===== src/rtl/huffman_encoder.sv =====
// Fixed-table Huffman encoder: eight 4-bit symbols per 32-bit input word,
// one symbol per cycle, packed MSB-first into OUT_W-bit output words.
module huffman_encoder #(
  parameter int OUT_W = 8,
  parameter int NB_W  = $clog2(OUT_W + 1)
) (
  input  logic             clk,
  input  logic             rst,
  input  logic [31:0]      in_data,
  input  logic             in_valid,
  input  logic             in_last,
  output logic             in_ready,
  output logic [OUT_W-1:0] out_data,
  output logic             out_valid,
  input  logic             out_ready,
  output logic             out_last,
  output logic [NB_W-1:0]  out_nbits,
  output logic             sym_err,
  output logic             busy
);

  localparam int ACC_W = 2 * OUT_W;
  localparam int CW    = $clog2(ACC_W + 1);

  localparam logic [CW-1:0] OUT_W_C = CW'(OUT_W);
  localparam logic [CW:0]   ACC_W_C = (CW + 1)'(ACC_W);

  typedef enum logic [1:0] {IDLE, ENC, FLUSH} state_t;

  state_t           state_q, state_d;
  logic [31:0]      word_q, word_d;
  logic             last_q, last_d;
  logic [2:0]       sym_idx_q, sym_idx_d;
  logic [ACC_W-1:0] acc_q, acc_d;
  logic [CW-1:0]    acc_n_q, acc_n_d;
  logic [OUT_W-1:0] out_data_q, out_data_d;
  logic             out_valid_q, out_valid_d;
  logic             out_last_q, out_last_d;
  logic [NB_W-1:0]  out_nbits_q, out_nbits_d;
  logic             sym_err_q, sym_err_d;

  // Symbol lookup; codes are right-aligned in code, len bits long.
  logic [3:0] nib;
  logic [5:0] code;
  logic [2:0] len;
  logic       bad_sym;

  assign nib = word_q[31:28];

  // Code table lookup for the current nibble
  always_comb begin
    code    = 6'd0;
    len     = 3'd0;
    bad_sym = 1'b0;
    case (nib)
      4'd0:  begin code = 6'b000001; len = 3'd1; end
      4'd1:  begin code = 6'b000100; len = 3'd4; end
      4'd2:  begin code = 6'b000101; len = 3'd4; end
      4'd5:  begin code = 6'b000010; len = 3'd4; end
      4'd6:  begin code = 6'b000011; len = 3'd4; end
      4'd9:  begin code = 6'b000111; len = 3'd4; end
      4'd10: begin code = 6'b000000; len = 3'd4; end
      4'd7:  begin code = 6'b001101; len = 3'd5; end
      4'd3:  begin code = 6'b011000; len = 3'd6; end
      4'd4:  begin code = 6'b011001; len = 3'd6; end
      4'd8:  begin code = 6'b000110; len = 3'd6; end
      4'd12: begin code = 6'b000111; len = 3'd6; end
      4'd14: begin code = 6'b000100; len = 3'd6; end
      4'd15: begin code = 6'b000101; len = 3'd6; end
      default: bad_sym = 1'b1;   // 11 and 13 have no code
    endcase
  end

  logic             out_free;
  logic [CW-1:0]    drain_n;
  logic [CW-1:0]    avail;
  logic [CW:0]      fill;
  logic [CW:0]      sh;
  logic             fits;
  logic [ACC_W-1:0] code_ext;

  // Next-state, drain into the output register and append of the next code
  always_comb begin
    state_d     = state_q;
    word_d      = word_q;
    last_d      = last_q;
    sym_idx_d   = sym_idx_q;
    out_data_d  = out_data_q;
    out_valid_d = out_valid_q;
    out_last_d  = out_last_q;
    out_nbits_d = out_nbits_q;
    sym_err_d   = 1'b0;
    drain_n     = '0;

    out_free = !out_valid_q || out_ready;
    if (out_valid_q && out_ready) out_valid_d = 1'b0;

    if (out_free) begin
      if (state_q == FLUSH && acc_n_q <= OUT_W_C) begin
        // Final word: whatever is left (possibly nothing), zero padded.
        out_data_d  = acc_q[ACC_W-1 -: OUT_W];
        out_nbits_d = acc_n_q[NB_W-1:0];
        out_last_d  = 1'b1;
        out_valid_d = 1'b1;
        drain_n     = acc_n_q;
        state_d     = IDLE;
      end else if (acc_n_q >= OUT_W_C) begin
        out_data_d  = acc_q[ACC_W-1 -: OUT_W];
        out_nbits_d = NB_W'(OUT_W);
        out_last_d  = 1'b0;
        out_valid_d = 1'b1;
        drain_n     = OUT_W_C;
      end
    end

    // Room check uses the post-drain fill so drain and append can share a cycle.
    avail    = acc_n_q - drain_n;
    fill     = {1'b0, avail} + {{(CW - 2){1'b0}}, len};
    fits     = (state_q == ENC) && (fill <= ACC_W_C);
    sh       = ACC_W_C - fill;
    code_ext = {{(ACC_W - 6){1'b0}}, code};

    acc_d   = acc_q << drain_n;
    acc_n_d = avail;
    if (fits) begin
      acc_d     = acc_d | (code_ext << sh);
      acc_n_d   = fill[CW-1:0];
      word_d    = word_q << 4;
      sym_idx_d = sym_idx_q + 3'd1;
      sym_err_d = bad_sym;
      if (sym_idx_q == 3'd7) state_d = last_q ? FLUSH : IDLE;
    end

    if (state_q == IDLE && in_valid) begin
      word_d    = in_data;
      last_d    = in_last;
      sym_idx_d = 3'd0;
      state_d   = ENC;
    end
  end

  // State and datapath registers, synchronous active-low reset
  always_ff @(posedge clk) begin
    if (!rst) begin
      state_q     <= IDLE;
      word_q      <= '0;
      last_q      <= 1'b0;
      sym_idx_q   <= '0;
      acc_q       <= '0;
      acc_n_q     <= '0;
      out_data_q  <= '0;
      out_valid_q <= 1'b0;
      out_last_q  <= 1'b0;
      out_nbits_q <= '0;
      sym_err_q   <= 1'b0;
    end else begin
      state_q     <= state_d;
      word_q      <= word_d;
      last_q      <= last_d;
      sym_idx_q   <= sym_idx_d;
      acc_q       <= acc_d;
      acc_n_q     <= acc_n_d;
      out_data_q  <= out_data_d;
      out_valid_q <= out_valid_d;
      out_last_q  <= out_last_d;
      out_nbits_q <= out_nbits_d;
      sym_err_q   <= sym_err_d;
    end
  end

  assign in_ready  = rst && (state_q == IDLE);
  assign out_data  = out_data_q;
  assign out_valid = out_valid_q;
  assign out_last  = out_last_q;
  assign out_nbits = out_nbits_q;
  assign sym_err   = sym_err_q;
  assign busy      = (state_q != IDLE) || (acc_n_q != '0);

endmodule


===== config.mk =====
export PLATFORM = sky130hd
export DESIGN_NAME = huffman_encoder
export DESIGN_NICKNAME = d
export VERILOG_FILES = /design/src/rtl/huffman_encoder.sv
export SDC_FILE = /design/constraint.sdc
export NUM_CORES = 1
export LEC_CHECK = 0
export BUFFER_PORTS_ARGS = -buffer_cell sky130_fd_sc_hd__buf_4
export CORE_MARGIN = 2
export CORE_UTILIZATION = 64
export DETAILED_ROUTE_END_ITERATION = 16
export GPL_TIMING_DRIVEN = 0
export PLACE_DENSITY = 0.91
export SLEW_MARGIN = 20
export SYNTH_ARGS = -nofsm -noshare
export SYNTH_HDL_FRONTEND = slang
export SYNTH_SLANG_ARGS = --single-unit

===== constraint.sdc =====
create_clock -name clk -period 8 [get_ports clk]
set_input_delay 0.8 -clock clk [delete_from_list [all_inputs] [get_ports clk]]
set_output_delay 0.8 -clock clk [all_outputs]
set_load 0.02 [all_outputs]

==> impl_metrics.csv, run 1 <==
group,metric,value,unit
run_status,status,"finished, final reports clean",
clocking,ctsHoldBuffers,0,
place,dp_hpwl,12230,um
final_layout,drive_above_1_share,0.1655,
critical_path,path_cells,"buf_2, or2_2, buf_6, nor3_4, nand2_2, buf_2, inv_2, buf_6, ha_1, inv_1, fa_1, fa_1, inv_1, ha_1, clkbuf_1, or4b_2, nand3_1, o2111ai_1, nand3_1, o21ai_0, o32ai_1",
power_and_ir_drop,p_seq_frac,0.200,
yosys,synth_area_per_cell,7.755,um2
yosys,synth-seq-area-share,0.2886,
hold_path,hp-class,"reg2reg",
place,pre_cts_slack,2.272,ns
floorplan,die_area,8753,um2
sta,timing.fmax,178.6,MHz
critical_path,r2r_start,"acc_n_q[4]",
global_routing,grt_pass1_wl,26610,um
yosys,synth.distinct_cells,92,
clocking,cts_buffers,9,
detailed_routing,ant_nets,0,
final_layout,n_antenna_cell,0,
critical_path,reg2reg_depth,21,
yosys,synth_edf_count,0,
floorplan,boundaryPins,54,
clocking,postCtsSetupBuffers,0,
sta,worst_slew_pin_slew,0.6507,ns
floorplan,std_cell_rows,32,
detailed_routing,wl_per_cell,19.76,um
yosys,yosysWarnings,0,
final_layout,final_nets,775,
clocking,clk_pin_slew,0.10,ns
critical_path,crit_type,"reg2reg",
yosys,syn_area,5134,um2
sta,grt_setup_unrepaired,"no",
final_layout,fin_util,0.7556,
yosys,synth.area.mux_share,0.04363,
sta,fin_worst_skew,0.01352,ns
sta,slew_headroom,0.5631,
critical_path,cpPeakStageDelay,0.62,ns
critical_path,start_kind,"flip-flop",
global_routing,grt_usage,0.3814,
detailed_routing,dr.pass1.iters,8,
detailed_routing,drc_errors,0,
power_and_ir_drop,p_comb_frac,0.673,
critical_path,crit_required,8.28,ns
place,place_area,5659,um2
yosys,synth_fp_nets,711,
final_layout,design_area,5869,um2
clocking,clock_latency,0.37,ns
critical_path,ff2ff_setup_slack,2.40,ns
detailed_routing,drtIter0Drc,672,
sta,final_max_slew_viol_count,0,
yosys,synth-adder-area-share,0.03217,
final_layout,fin_cells,833,
hold_path,hold_path_depth,2,
sta,fin_crit_sh,0.6997,
place,place_inst,817,
sta,timing.setup.tns,0,ns
job,drv_cap,0,
place,routabilityCongestion,0.9604,
sta,setup_ws,2.402,ns
critical_path,path_max_fanout,10,
yosys,synth-seq-cells,74,
yosys,synth_top_family_by_area,"compound AO/OA/AOI/OAI gates",
critical_path,end_kind,"flip-flop",
clocking,cts_tree,"built",
clocking,cts_max_level,3,
power_and_ir_drop,p_clk_frac,0.127,
floorplan,die_x,93.56,um
yosys,synth-simple-area-share,0.2055,
floorplan,initial_core_util,0.6609,
critical_path,timing.rr.end,"acc_q[15]",
global_routing,antenna_found_initial,0,
clocking,cts-resized-gates,0,
sta,finalHoldViolations,0,
sta,fin_crit,5.598,ns
yosys,synth-main-ff-cell,"dfxtp_1",
global_routing,grt_start_max_net_pins,16,
floorplan,coreArea,7767,um2
hold_path,holdCritStartpoint,"word_q[25]",
clocking,cts_sinks,74,
clocking,cts_buffer_depth,2,
sta,finalSetupViolCount,0,
power_and_ir_drop,p_switching,1.319,mW
floorplan,die_height,93.56,um
power_and_ir_drop,ir_drop,207.3,uV
power_and_ir_drop,p_int,1.196,mW
power_and_ir_drop,swShare,0.5243,
hold_path,holdPathEnd,"word_q[25]",
global_routing,grt_pass1_vias,5573,
critical_path,worstPathArrival,5.87,ns
yosys,synthXorXnorAreaFrac,0.01828,
detailed_routing,totalWireLength,16460,um
critical_path,slowest_stage,"fa_1",
yosys,synthArstFlopShare,0,
power_and_ir_drop,p_per_area,428.6,nW/um2
detailed_routing,vias,5785,
place,port_buffers,53,
yosys,synth_compound_area_frac,0.3441,
final_layout,synthToLayoutAreaGrowth,14.33,%
yosys,syn_inst,662,
clocking,root_buffer,"clkbuf_8",
detailed_routing,via_per_inst,6.945,
global_routing,grt_overflow,0,
power_and_ir_drop,p_leak,2.189,nW
==> per-stage QoR <==
step	power [mW]	hold slack [ns]
floorplan	1.725	0.4304
global placement	2.077	0.4394
detailed placement	2.124	0.4447
CTS	2.441	0.4579
global route	2.649	0.4795
finish	2.515	0.4562
==> worst max-delay path by stage <==
stage / startpoint / end / slack, ns / cells after the start
finish: acc_n_q[4] / acc_q[15] / 2.40 / 21
CTS: acc_n_q[4] / acc_q[15] / 2.52 / 21
floorplan: out_ready / acc_q[15] / 3.09 / 20
global route: acc_n_q[4] / acc_q[15] / 2.16 / 21
global placement: out_ready / acc_q[15] / 2.28 / 21
detailed placement: out_ready / acc_q[15] / 2.27 / 21
==> power groups by stage <==
stage               logic (mW)  clock network (mW)  registers (mW)
CTS                       1.63               0.315           0.497
detailed placement        1.62                   0           0.506
floorplan                 1.23                   0           0.495
global placement          1.57                   0           0.503
global route              1.81               0.328           0.508
finish                    1.69               0.319           0.503
==> Yosys cell counts (3+ instances only) <==
library cell | instances | area [um2]
a2bb2oi_1 | 7 | 61.31
a31oi_1 | 7 | 43.79
o31ai_1 | 5 | 37.54
inv_1 | 18 | 67.56
clkbuf_1 | 28 | 105.1
o21a_1 | 3 | 22.52
nor2_1 | 38 | 142.6
o21ai_0 | 48 | 240.2
and3_1 | 3 | 18.77
a221oi_1 | 3 | 26.28
or2_2 | 3 | 18.77
a211o_1 | 4 | 35.03
and2_1 | 3 | 18.77
nor3_1 | 14 | 70.07
xnor2_1 | 6 | 52.55
a32oi_1 | 5 | 43.79
nor4_1 | 3 | 18.77
a21o_1 | 6 | 45.04
nand4_1 | 4 | 25.02
dfxtp_1 | 74 | 1481
or3_1 | 3 | 18.77
nand3_1 | 22 | 110.1
buf_6 | 6 | 67.56
nand2_1 | 72 | 270.3
nand2b_1 | 12 | 75.07
buf_1 | 3 | 11.26
o32ai_1 | 8 | 70.07
o22ai_1 | 14 | 87.58
nor2b_1 | 10 | 62.56
a21oi_1 | 89 | 445.4
a211oi_1 | 10 | 75.07
o21ai_1 | 3 | 15.01
o2111ai_1 | 5 | 43.79
o211ai_1 | 9 | 67.56
ha_1 | 10 | 125.1
mux2i_1 | 19 | 190.2
buf_2 | 14 | 70.07
==> layout make-up <==
class	count	area [um2]
fillers	600	1898
clock inverters	7	86.33
multi-input cells	516	3304
flip-flops and latches	74	1481
repair buffers	53	397.9
well taps	102	127.6
inverters	19	71.32
plain buffers	53	276.5
clock buffers	9	123.9
==> registers in the layout, summed over array words and instances (netlist names) <==
name	cells
out_nbits	4
out_data	8
acc_n_q	5
state_q	2
out_last	1
acc_q	16
word_q	32
sym_idx_q	3
out_valid	1
last_q	1
sym_err	1
==> routing by layer <==
layer,track usage,part of all wire
met5,0,0
met4,0.2029,0.040
met3,0.06044,0.10
met2,0.6277,0.46
met1,0.4794,0.40
==> critical path, delay by kind of cell, from the launching register on <==
family	cells	cell delay, ns
AND/OR/NAND/NOR	6	1.70
AO/OA/AOI/OAI	3	0.58
buffers and inverters	8	1.29
flip-flops	1	0.31
adder cells (fa/ha/maj)	4	1.60
==> cell usage in the layout, fill, tap and decap left out, types with 6 or more instances in the layout <==
| cell | netlist | routed |
|---|---|---|
| a2bb2oi_1 | 7 | 7 |
| a211oi_1 | 10 | 10 |
| o32ai_1 | 8 | 8 |
| ha_1 | 10 | 10 |
| nor2_1 | 38 | 38 |
| dfxtp_1 | 74 | 74 |
| a21oi_1 | 89 | 89 |
| nand2_1 | 72 | 72 |
| buf_2 | 14 | 14 |
| nor3_1 | 14 | 14 |
| nand2b_1 | 12 | 12 |
| inv_1 | 18 | 18 |
| buf_6 | 6 | 6 |
| o211ai_1 | 9 | 9 |
| buf_4 | 1 | 54 |
| o22ai_1 | 14 | 14 |
| clkbuf_1 | 28 | 28 |
| a31oi_1 | 7 | 7 |
| nand3_1 | 22 | 22 |
| a21o_1 | 6 | 6 |
| o21ai_0 | 48 | 48 |
| mux2i_1 | 19 | 19 |
| clkbuf_8 | 0 | 9 |
| xnor2_1 | 6 | 6 |
| nor2b_1 | 10 | 10 |
==> logic make-up after synthesis <==
group,count (synthesis)
buffers and inverters,72
flip-flops,74
XOR/XNOR,9
AO/OA/AOI/OAI,266
AND/OR/NAND/NOR,208
adder cells (fa/ha/maj),12
multiplexers,21
(Power assumes the default switching activity.)
==> inputs of run 2 (changes only) <==
- CORE_UTILIZATION: 64 -> 54
- PLACE_DENSITY: 0.91 -> 0.82
- clock period: 8 -> 4.85 ns (I/O delays scaled with it)
==> run 2 against run 1 <==
Compared with the run above: wire length decreased by 0.75%; clock skew increased by 0.0057 ns; critical endpoint is now acc_q[6]; sequential share of layout area decreased by 1.1 points; final area increased by 4.8%.
==> impl_metrics.csv, run 2 (synthesis results as in run 1) <==
group,metric,value,unit
floorplan,std_cell_rows,35,
floorplan,die_height,101.5,um
sta,fin_crit,4.649,ns
critical_path,path_max_fanout,10,
sta,setup_ws,0.2006,ns
critical_path,end_kind,"flip-flop",
place,place_inst,844,
global_routing,grt_overflow,0,
clocking,cts_tree,"built",
critical_path,critical_path_buf_inv_count,8,
job,drv_cap,0,
power_and_ir_drop,ir_drop,296.2,uV
final_layout,fin_cells,875,
detailed_routing,via_per_inst,6.463,
critical_path,cpMostUsedCell,"buf_6",
run_status,status,"finished, final reports clean",
critical_path,cpPeakStageDelay,0.42,ns
sta,finalHoldViolations,0,
place,pre_cts_slack,-0.6378,ns
power_and_ir_drop,p_leak,2.291,nW
final_layout,layout_common_cells,"a21oi_1, dfxtp_1, nand2_1, buf_4, o21ai_0",
hold_path,hp-class,"in2reg",
final_layout,fin_util,0.6655,
power_and_ir_drop,p_per_area,721.1,nW/um2
floorplan,boundaryPins,54,
detailed_routing,ant_nets,0,
floorplan,die_area,10300,um2
final_layout,final_nets,790,
clocking,clk_pin_slew,0.09,ns
critical_path,crit_required,5.10,ns
critical_path,path_cells,"or2_2, buf_6, nor3_4, nand2_2, buf_6, inv_4, buf_8, ha_2, inv_1, fa_2, xor2_2, ha_2, buf_6, xor2_2, a2111oi_4, o32ai_1, o211ai_1, buf_4, buf_4, nand2_1, o31ai_1",
floorplan,coreArea,9240,um2
detailed_routing,totalWireLength,16340,um
sta,fin_crit_sh,0.9586,
global_routing,gr-usage-met2,0.5207,
clocking,cts_max_level,3,
clocking,cts_sinks,74,
final_layout,largest_reg_flops,32,
final_layout,final_common_cell,"a21oi_1",
critical_path,critPathTopFamily,"buffers and inverters",
detailed_routing,drc_errors,0,
global_routing,met3_usage,0.07108,
final_layout,drive_above_1_share,0.2038,
final_layout,largest-register,"word_q",
global_routing,antenna_found_initial,0,
clocking,clock_latency,0.36,ns
critical_path,crit_type,"reg2reg",
critical_path,worstPathArrival,4.90,ns
clocking,ctsHoldBuffers,0,
final_layout,seqCellArea,1483,um2
detailed_routing,dr.pass1.iters,5,
global_routing,grt_pass1_wl,25790,um
sta,hold-worst-slack,0.3679,ns
floorplan,die_x,101.5,um
critical_path,slowest_stage,"fa_2",
place,dp_hpwl,12030,um
place,port_buffers,53,
critical_path,reg2reg_depth,21,
final_layout,multi_input_area,3407,um2
sta,final_max_slew_viol_count,0,
sta,slew_headroom,0.5358,
clocking,root_buffer,"clkbuf_8",
sta,timing.fmax,215.1,MHz
hold_path,hold_path_depth,3,
place,routabilityCongestion,1.112,
global_routing,grt-busiest-layer,"met2",
final_layout,synthToLayoutAreaGrowth,19.79,%
sta,finalSetupViolCount,0,
global_routing,met1_usage,0.3891,
sta,worst_slew_pin_slew,0.6910,ns
clocking,cts_buffer_depth,2,
critical_path,start_kind,"flip-flop",
final_layout,nFillCells,788,
critical_path,r2r_start,"acc_n_q[4]",
detailed_routing,wl_per_cell,18.67,um
hold_path,holdCritStartpoint,"in_last",
final_layout,n_antenna_cell,0,
sta,fin_worst_skew,0.01923,ns
global_routing,grt_start_max_net_pins,15,
critical_path,cp_num_cells,21,
clocking,cts_buffers,9,
global_routing,grt_usage,0.3132,
detailed_routing,drtIter0Drc,400,
detailed_routing,vias,5655,
critical_path,cp-startpoint,"acc_n_q[4]",
sta,grt_setup_unrepaired,"no",
global_routing,grt_pass1_vias,5220,
floorplan,initial_core_util,0.5556,
-- run 2: per-stage QoR --
step | power, mW | cell area [um2] | setup TNS (ns)
floorplan | 2.846 | 5134 | 0
detailed placement | 3.504 | 5693 | -16.07
CTS | 4.172 | 6002 | 0
finish | 4.434 | 6150 | 0
global route | 4.692 | 6150 | 0
global placement | 3.455 | 5693 | -13.35
-- run 2: area by class of cell --
class                   instances  area share
plain buffers                  51     0.04537
clock buffers                  10     0.02238
clock inverters                 6     0.01139
inverters                      19     0.01200
multi-input cells             516      0.5540
flip-flops and latches         74      0.2411
well taps                     129     0.02625
repair buffers                 70     0.08749
-- run 2: what timing repair did --
item | 4_1_cts | 5_1_grt
setup buffers | 5 | 12
pin swaps | 8 | 13
gates resized for setup | 15 | 12
endpoints found under the setup margin | 57 | 57
-- run 2: path summary, 6_finish.rpt --
check / to / slack [ns]
max: acc_q[6] / 0.20
min: last_q / 0.37
max reg2reg: acc_q[6] / 0.20
min reg2reg: word_q[17] / 0.46
-- run 2: routing by layer --
metal  routed length [um]  share of wire
met2                 7907           0.48
met1                 6655           0.41
met5                    0              0
met3                 1206          0.074
met4                  569          0.035
-- run 2: worst reg2reg max path, cell delays in order (launching register included) --
cell	delay, ns
dfxtp_2	0.39
or2_2	0.30
buf_6	0.14
nor3_4	0.15
nand2_2	0.10
buf_6	0.18
inv_4	0.09
buf_8	0.11
ha_2	0.17
inv_1	0.06
fa_2	0.42
xor2_2	0.28
ha_2	0.38
buf_6	0.17
xor2_2	0.19
a2111oi_4	0.39
o32ai_1	0.16
o211ai_1	0.19
buf_4	0.19
buf_4	0.14
nand2_1	0.07
o31ai_1	0.29
-- run 2: report_power, final --
| part | leakage [nW] | switching, mW | total (mW) | internal, mW |
|---|---|---|---|---|
| clock | 0.108 | 0.263 | 0.521 | 0.258 |
| combinational | 1.58 | 1.87 | 3.08 | 1.20 |
| sequential | 0.607 | 0.113 | 0.835 | 0.722 |
